<file path="config.mk">
export PLATFORM = sky130hd
export DESIGN_NAME = fpu_queue_dispatcher_flat
export DESIGN_NICKNAME = d
export VERILOG_FILES = /design/src/rtl/fpu_queue_dispatcher_if.sv /design/src/rtl/fpu_queue_dispatcher.sv /design/src/flat_wrapper.sv
export SDC_FILE = /design/constraint.sdc
export NUM_CORES = 1
export LEC_CHECK = 0
export CORE_ASPECT_RATIO = 1.75
export CORE_MARGIN = 8
export CORE_UTILIZATION = 49
export DETAILED_ROUTE_END_ITERATION = 8
export GPL_TIMING_DRIVEN = 0
export PLACE_DENSITY = 0.82
export SYNTH_ARGS = -nofsm -noshare
export SYNTH_HDL_FRONTEND = slang
export SYNTH_SLANG_ARGS = --single-unit
</file>
<file path="constraint.sdc">
create_clock -name clk -period 7.9 [get_ports clk]
set_input_delay 2.37 -clock clk [delete_from_list [all_inputs] [get_ports clk]]
set_output_delay 2.37 -clock clk [all_outputs]
set_load 0.02 [all_outputs]
</file>
<file path="src/rtl/fpu_queue_dispatcher_if.sv">
// rtl/fpu_queue_dispatcher_if.sv - queue, memory-read and execution signals of the FPU dispatcher
interface fpu_queue_dispatcher_if;
  logic        queue_empty;
  logic [7:0]  q_opcode;
  logic [2:0]  q_stack_index;
  logic [19:0] q_ea;
  logic [1:0]  q_operand_size;
  logic        q_is_integer;
  logic        q_is_bcd;
  logic        q_has_memory_op;
  logic        q_has_pop;
  logic        dequeue;
  logic        mem_req;
  logic [19:0] mem_addr;
  logic        mem_ack;
  logic [15:0] mem_rdata;
  logic        exec_valid;
  logic        exec_ready;
  logic [7:0]  exec_opcode;
  logic [2:0]  exec_stack_index;
  logic [1:0]  exec_operand_size;
  logic        exec_is_integer;
  logic        exec_is_bcd;
  logic        exec_has_pop;
  logic [79:0] exec_operand;
  logic        exec_mem_fault;
  logic        busy;

  modport master (
    input  queue_empty, q_opcode, q_stack_index, q_ea, q_operand_size,
           q_is_integer, q_is_bcd, q_has_memory_op, q_has_pop,
           mem_ack, mem_rdata, exec_ready,
    output dequeue, mem_req, mem_addr, exec_valid, exec_opcode, exec_stack_index,
           exec_operand_size, exec_is_integer, exec_is_bcd, exec_has_pop,
           exec_operand, exec_mem_fault, busy
  );

  modport slave (
    output queue_empty, q_opcode, q_stack_index, q_ea, q_operand_size,
           q_is_integer, q_is_bcd, q_has_memory_op, q_has_pop,
           mem_ack, mem_rdata, exec_ready,
    input  dequeue, mem_req, mem_addr, exec_valid, exec_opcode, exec_stack_index,
           exec_operand_size, exec_is_integer, exec_is_bcd, exec_has_pop,
           exec_operand, exec_mem_fault, busy
  );
endinterface

</file>
<file path="src/rtl/fpu_queue_dispatcher.sv">
// rtl/fpu_queue_dispatcher.sv - pops FPU queue head, fetches memory operand, issues to execution
// Optional fetch timeout enabled by defining FPU_DISPATCH_TIMEOUT_EN.
module fpu_queue_dispatcher #(
  parameter int TIMEOUT_CYCLES = 255,
  parameter int TIMEOUT_W      = 8
) (
  input logic                  clk,
  input logic                  reset_n,
  fpu_queue_dispatcher_if.master bus
);
  typedef enum logic [1:0] {IDLE, FETCH, ISSUE} state_t;

  state_t      state, state_nx;
  logic [19:0] ea_q;
  logic [2:0]  idx;
  logic [2:0]  last_idx;
  logic [79:0] operand;
  logic        fault_q;
  logic        timeout;

  always_comb begin
    last_idx = 3'd0;
    case (bus.exec_operand_size)
      2'd0: last_idx = 3'd0;
      2'd1: last_idx = 3'd1;
      2'd2: last_idx = 3'd3;
      2'd3: last_idx = 3'd4;
      default: last_idx = 3'd0;
    endcase
  end

`ifdef FPU_DISPATCH_TIMEOUT_EN
  logic [TIMEOUT_W-1:0] tmo_cnt;

  assign timeout = (state == FETCH) && !bus.mem_ack &&
                   (tmo_cnt == TIMEOUT_W'(TIMEOUT_CYCLES - 1));

  always_ff @(posedge clk) begin
    if (!reset_n || state != FETCH || bus.mem_ack)
      tmo_cnt <= '0;
    else
      tmo_cnt <= tmo_cnt + 1'b1;
  end
`else
  logic unused_tmo_cfg;
  assign timeout        = 1'b0;
  assign unused_tmo_cfg = ^{TIMEOUT_W'(TIMEOUT_CYCLES)};
`endif

  // Reset gates the strobe so a non-empty queue is never popped while held in reset.
  assign bus.dequeue        = reset_n && (state == IDLE) && !bus.queue_empty;
  assign bus.mem_req        = (state == FETCH);
  assign bus.mem_addr       = ea_q + {16'd0, idx, 1'b0};
  assign bus.exec_valid     = (state == ISSUE);
  assign bus.exec_operand   = operand;
  assign bus.exec_mem_fault = fault_q;
  assign bus.busy           = (state != IDLE);

  always_comb begin
    state_nx = state;
    case (state)
      IDLE:  if (!bus.queue_empty) state_nx = bus.q_has_memory_op ? FETCH : ISSUE;
      FETCH: if ((bus.mem_ack && idx == last_idx) || timeout) state_nx = ISSUE;
      ISSUE: if (bus.exec_ready) state_nx = IDLE;
      default: state_nx = IDLE;
    endcase
  end

  always_ff @(posedge clk) begin
    if (!reset_n) begin
      state                 <= IDLE;
      ea_q                  <= '0;
      idx                   <= '0;
      operand               <= '0;
      fault_q               <= 1'b0;
      bus.exec_opcode       <= '0;
      bus.exec_stack_index  <= '0;
      bus.exec_operand_size <= '0;
      bus.exec_is_integer   <= 1'b0;
      bus.exec_is_bcd       <= 1'b0;
      bus.exec_has_pop      <= 1'b0;
    end else begin
      state <= state_nx;
      case (state)
        IDLE: begin
          if (!bus.queue_empty) begin
            ea_q                  <= bus.q_ea;
            idx                   <= '0;
            operand               <= '0;
            fault_q               <= 1'b0;
            bus.exec_opcode       <= bus.q_opcode;
            bus.exec_stack_index  <= bus.q_stack_index;
            bus.exec_operand_size <= bus.q_operand_size;
            bus.exec_is_integer   <= bus.q_is_integer;
            bus.exec_is_bcd       <= bus.q_is_bcd;
            bus.exec_has_pop      <= bus.q_has_pop;
          end
        end
        FETCH: begin
          if (bus.mem_ack) begin
            operand[{idx, 4'b0000} +: 16] <= bus.mem_rdata;
            if (idx != last_idx) idx <= idx + 3'd1;
          end else if (timeout) begin
            fault_q <= 1'b1;
          end
        end
        ISSUE: if (bus.exec_ready) fault_q <= 1'b0;
        default: ;
      endcase
    end
  end
endmodule
</file>
<file path="src/flat_wrapper.sv">
// flat-port wrapper written by rule: the top's interface ports become plain ports
module fpu_queue_dispatcher_flat 
#(
  parameter int TIMEOUT_CYCLES = 255,
  parameter int TIMEOUT_W      = 8
)
  (clk, reset_n, bus_queue_empty, bus_q_opcode, bus_q_stack_index, bus_q_ea, bus_q_operand_size, bus_q_is_integer, bus_q_is_bcd, bus_q_has_memory_op, bus_q_has_pop, bus_mem_ack, bus_mem_rdata, bus_exec_ready, bus_dequeue, bus_mem_req, bus_mem_addr, bus_exec_valid, bus_exec_opcode, bus_exec_stack_index, bus_exec_operand_size, bus_exec_is_integer, bus_exec_is_bcd, bus_exec_has_pop, bus_exec_operand, bus_exec_mem_fault, bus_busy);
  fpu_queue_dispatcher_if bus_i ();
  input logic clk;
  input logic reset_n;
  input wire logic [$bits(bus_i.queue_empty)-1:0] bus_queue_empty;
  input wire logic [$bits(bus_i.q_opcode)-1:0] bus_q_opcode;
  input wire logic [$bits(bus_i.q_stack_index)-1:0] bus_q_stack_index;
  input wire logic [$bits(bus_i.q_ea)-1:0] bus_q_ea;
  input wire logic [$bits(bus_i.q_operand_size)-1:0] bus_q_operand_size;
  input wire logic [$bits(bus_i.q_is_integer)-1:0] bus_q_is_integer;
  input wire logic [$bits(bus_i.q_is_bcd)-1:0] bus_q_is_bcd;
  input wire logic [$bits(bus_i.q_has_memory_op)-1:0] bus_q_has_memory_op;
  input wire logic [$bits(bus_i.q_has_pop)-1:0] bus_q_has_pop;
  input wire logic [$bits(bus_i.mem_ack)-1:0] bus_mem_ack;
  input wire logic [$bits(bus_i.mem_rdata)-1:0] bus_mem_rdata;
  input wire logic [$bits(bus_i.exec_ready)-1:0] bus_exec_ready;
  output wire logic [$bits(bus_i.dequeue)-1:0] bus_dequeue;
  output wire logic [$bits(bus_i.mem_req)-1:0] bus_mem_req;
  output wire logic [$bits(bus_i.mem_addr)-1:0] bus_mem_addr;
  output wire logic [$bits(bus_i.exec_valid)-1:0] bus_exec_valid;
  output wire logic [$bits(bus_i.exec_opcode)-1:0] bus_exec_opcode;
  output wire logic [$bits(bus_i.exec_stack_index)-1:0] bus_exec_stack_index;
  output wire logic [$bits(bus_i.exec_operand_size)-1:0] bus_exec_operand_size;
  output wire logic [$bits(bus_i.exec_is_integer)-1:0] bus_exec_is_integer;
  output wire logic [$bits(bus_i.exec_is_bcd)-1:0] bus_exec_is_bcd;
  output wire logic [$bits(bus_i.exec_has_pop)-1:0] bus_exec_has_pop;
  output wire logic [$bits(bus_i.exec_operand)-1:0] bus_exec_operand;
  output wire logic [$bits(bus_i.exec_mem_fault)-1:0] bus_exec_mem_fault;
  output wire logic [$bits(bus_i.busy)-1:0] bus_busy;
  assign bus_i.queue_empty = bus_queue_empty;
  assign bus_i.q_opcode = bus_q_opcode;
  assign bus_i.q_stack_index = bus_q_stack_index;
  assign bus_i.q_ea = bus_q_ea;
  assign bus_i.q_operand_size = bus_q_operand_size;
  assign bus_i.q_is_integer = bus_q_is_integer;
  assign bus_i.q_is_bcd = bus_q_is_bcd;
  assign bus_i.q_has_memory_op = bus_q_has_memory_op;
  assign bus_i.q_has_pop = bus_q_has_pop;
  assign bus_i.mem_ack = bus_mem_ack;
  assign bus_i.mem_rdata = bus_mem_rdata;
  assign bus_i.exec_ready = bus_exec_ready;
  assign bus_dequeue = bus_i.dequeue;
  assign bus_mem_req = bus_i.mem_req;
  assign bus_mem_addr = bus_i.mem_addr;
  assign bus_exec_valid = bus_i.exec_valid;
  assign bus_exec_opcode = bus_i.exec_opcode;
  assign bus_exec_stack_index = bus_i.exec_stack_index;
  assign bus_exec_operand_size = bus_i.exec_operand_size;
  assign bus_exec_is_integer = bus_i.exec_is_integer;
  assign bus_exec_is_bcd = bus_i.exec_is_bcd;
  assign bus_exec_has_pop = bus_i.exec_has_pop;
  assign bus_exec_operand = bus_i.exec_operand;
  assign bus_exec_mem_fault = bus_i.exec_mem_fault;
  assign bus_busy = bus_i.busy;
  fpu_queue_dispatcher #(.TIMEOUT_CYCLES(TIMEOUT_CYCLES), .TIMEOUT_W(TIMEOUT_W)) u_core (.clk(clk), .reset_n(reset_n), .bus(bus_i));
endmodule
</file>
==> results.sh <==
export IMPL_status="complete, no violations"
export IMPL_cts_clk_slew_worst_paths_ns=0.05
export IMPL_final_fill_count=793
export IMPL_core_area_um2=10600
export IMPL_post_place_ws_ns=1.05
export IMPL_period_minus_slack_ns=6.85
export IMPL_async_flop_share=0
export IMPL_cts_path_max_buffers=2
export IMPL_synth_flop_cell="dfxtp_1"
export IMPL_route_detailed_drc=0
export IMPL_final_util=0.740
export IMPL_final_common_cell="clkdlybuf4s50_1"
export IMPL_post_cts_buffers=0
export IMPL_synth_area_leader_cell="dfxtp_1"
export IMPL_max_cap_violations=0
export IMPL_netSwitchingPower_uw=427
export IMPL_rows=50
export IMPL_grt_first_pass_wirelength_um=28600
export IMPL_final_cell_mix="clkdlybuf4s50_1, dfxtp_1, nand2_1"
export IMPL_ys_seq_elements=121
export IMPL_hold_buffers=0
export IMPL_ys_types=53
export IMPL_yosys_top_cells_area="dfxtp_1, nand2_1, nand3_1, a21boi_0, a31o_2"
export IMPL_p_int_uw=1260
export IMPL_cp_start_kind="input pin"
export IMPL_postSynthCellCount=579
export IMPL_gp_congestion=0.890
export IMPL_total_leakage_power_uw=0.00301
export IMPL_grt_pass1_vias=5525
export IMPL_dp_hpwl_um=13700
export IMPL_fin_skew_ns=0.00733
export IMPL_switching_share=0.254
export IMPL_hold_class="reg -> reg"
export IMPL_cts_repair_resized=0
export IMPL_synth_top_area_frac=0.459
export IMPL_fin_crit_sh=0.867
export IMPL_grt_antenna_before_repair=0
export IMPL_die_y_um=153
export IMPL_crit_required_ns=5.53
export IMPL_io_buffers=176
export IMPL_io_pins=179
export IMPL_fmax_mhz=146
export IMPL_dieArea_um2=14500
export IMPL_rsz0062_at_grt="false"
export IMPL_comb_power_share=0.134
export IMPL_clkLatencyLatePin_ns=0.41
export IMPL_setup_ws_ns=1.05
export IMPL_root_buffer="clkbuf_16"
export IMPL_ir_drop_uv=168
export IMPL_start_util=0.499
export IMPL_p_total_uw=1680
export IMPL_slew_headroom=0.431
export IMPL_tns_ns=0
export IMPL_die_w_um=94.5
export IMPL_power_density_nw_per_um2=215
export IMPL_crit_arrival_ns=4.48
export IMPL_wl_per_cell_um=19.9
export IMPL_numCtsBuffers=17
export IMPL_hold_viol=0
export IMPL_crit_fanout=10
export IMPL_num_vias=5163
export IMPL_final_nets=845
export IMPL_viasPerCell=5.64
export IMPL_ys_seq_area_frac=0.459
export IMPL_tritoncts="built"
export IMPL_avgSynthCellArea_um2=9.11
export IMPL_drt_pass1_iter_count=5
export IMPL_cp_end_kind="output port"
export IMPL_fin_hold_ws_ns=0.452
export IMPL_synth_cell_area_um2=5280
export IMPL_synthToLayoutAreaGrowth_pct=48.2
export IMPL_antenna_cells=0
export IMPL_totalWireLength_um=18200
export IMPL_grt_usage=0.251
export IMPL_grt_overflow_total=0
export IMPL_drive_gt1_frac=0.107
export IMPL_htree_levels=4
export IMPL_first_iter_violations=249
export IMPL_worst_pin_slew_ns=0.842
export IMPL_cts_sinks=121
export IMPL_clockPowerShare=0.484
export IMPL_postRouteAntennaNets=0
export IMPL_setup_viol=0
export IMPL_grt_max_degree=17
export IMPL_path_class="in -> out"
export IMPL_report_final_slew_viol_count=0
export IMPL_yosysWarnings=0
export IMPL_synthesis_nets=650
export IMPL_sequentialPowerShare=0.382
export IMPL_synth_edf_count=0
## cell families (layout without fill, tap and decap cells)
kind of cell,Yosys count,in the layout,share of synthesized area
simple gates,235,235,0.223
compound gates,136,136,0.206
flops,121,121,0.459
buf+inv,53,260,0.0462
xor+xnor,19,19,0.0315
fa+ha+maj,13,13,0.0322
other cells,1,1,0.000711
mux,1,1,0.00190
## state kept, by name, indices dropped and copies added, names as in the netlist, 2 cells and up
signal and cells:
u_core.bus.exec_operand_size 2, u_core.bus.exec_opcode 8, u_core.state 2, u_core.idx 3
u_core.bus.exec_stack_index 3, u_core.bus.exec_operand 80, u_core.ea_q 20
## synthesized netlist by cell type, drive strengths merged, types with 7 or more instances
cell	number
o21ai	27
xnor2	16
buf	23
inv	7
clkbuf	23
and3	24
nand2	99
nand3	62
a31o	33
ha	12
a22o	16
nor4	13
dfxtp	121
a21boi	36
nor2	12
## layout make-up
type | instances | area, um2 | share of cell area
tap | 130 | 163 | 0.0208
sequential | 121 | 2420 | 0.310
timing repair buffer | 176 | 1760 | 0.225
multi-input combinational | 405 | 2610 | 0.334
buffer | 46 | 218 | 0.0278
clock buffer | 20 | 447 | 0.0571
inverter | 7 | 26.3 | 0.00336
clock inverter | 11 | 171 | 0.0219
## layer usage
layer  global-route usage  part of all wire
met1                0.236              0.34
met2                0.452              0.53
met3               0.0834             0.085
met4                0.144             0.046
met5                    0                 0
## per-stage QoR
| step | std cells | area (um2) |
|---|---|---|
| global route | 916 | 7820 |
| global placement | 885 | 7200 |
| floorplan | 579 | 5280 |
| detailed placement | 885 | 7200 |
| CTS | 916 | 7820 |
| finish | 916 | 7820 |
## worst paths after layout
check | start | end | slack, ns | depth (start not counted)
worst min-delay path | u_core.bus.exec_operand[56] | u_core.bus.exec_operand[56] | 0.45 | 2
worst max register to register | u_core.idx[0] | u_core.bus.exec_operand[17] | 4.89 | 9
worst min register to register | u_core.bus.exec_operand[56] | u_core.bus.exec_operand[56] | 0.45 | 2
worst max-delay path | reset_n | bus_dequeue | 1.05 | 5
## power groups by stage
stage	logic (uW)	registers (uW)	clock network [uW]
global route	242	644	849
floorplan	109	661	0
detailed placement	224	655	0
CTS	226	642	818
global placement	220	654	0
finish	226	642	815
## critical path: stages
cell,delay [ns]
clkbuf_1,0.24
clkbuf_1,0.51
clkbuf_1,0.54
and2_1,0.21
clkdlybuf4s50_1,0.60
Power figures use the tool's default switching activity.
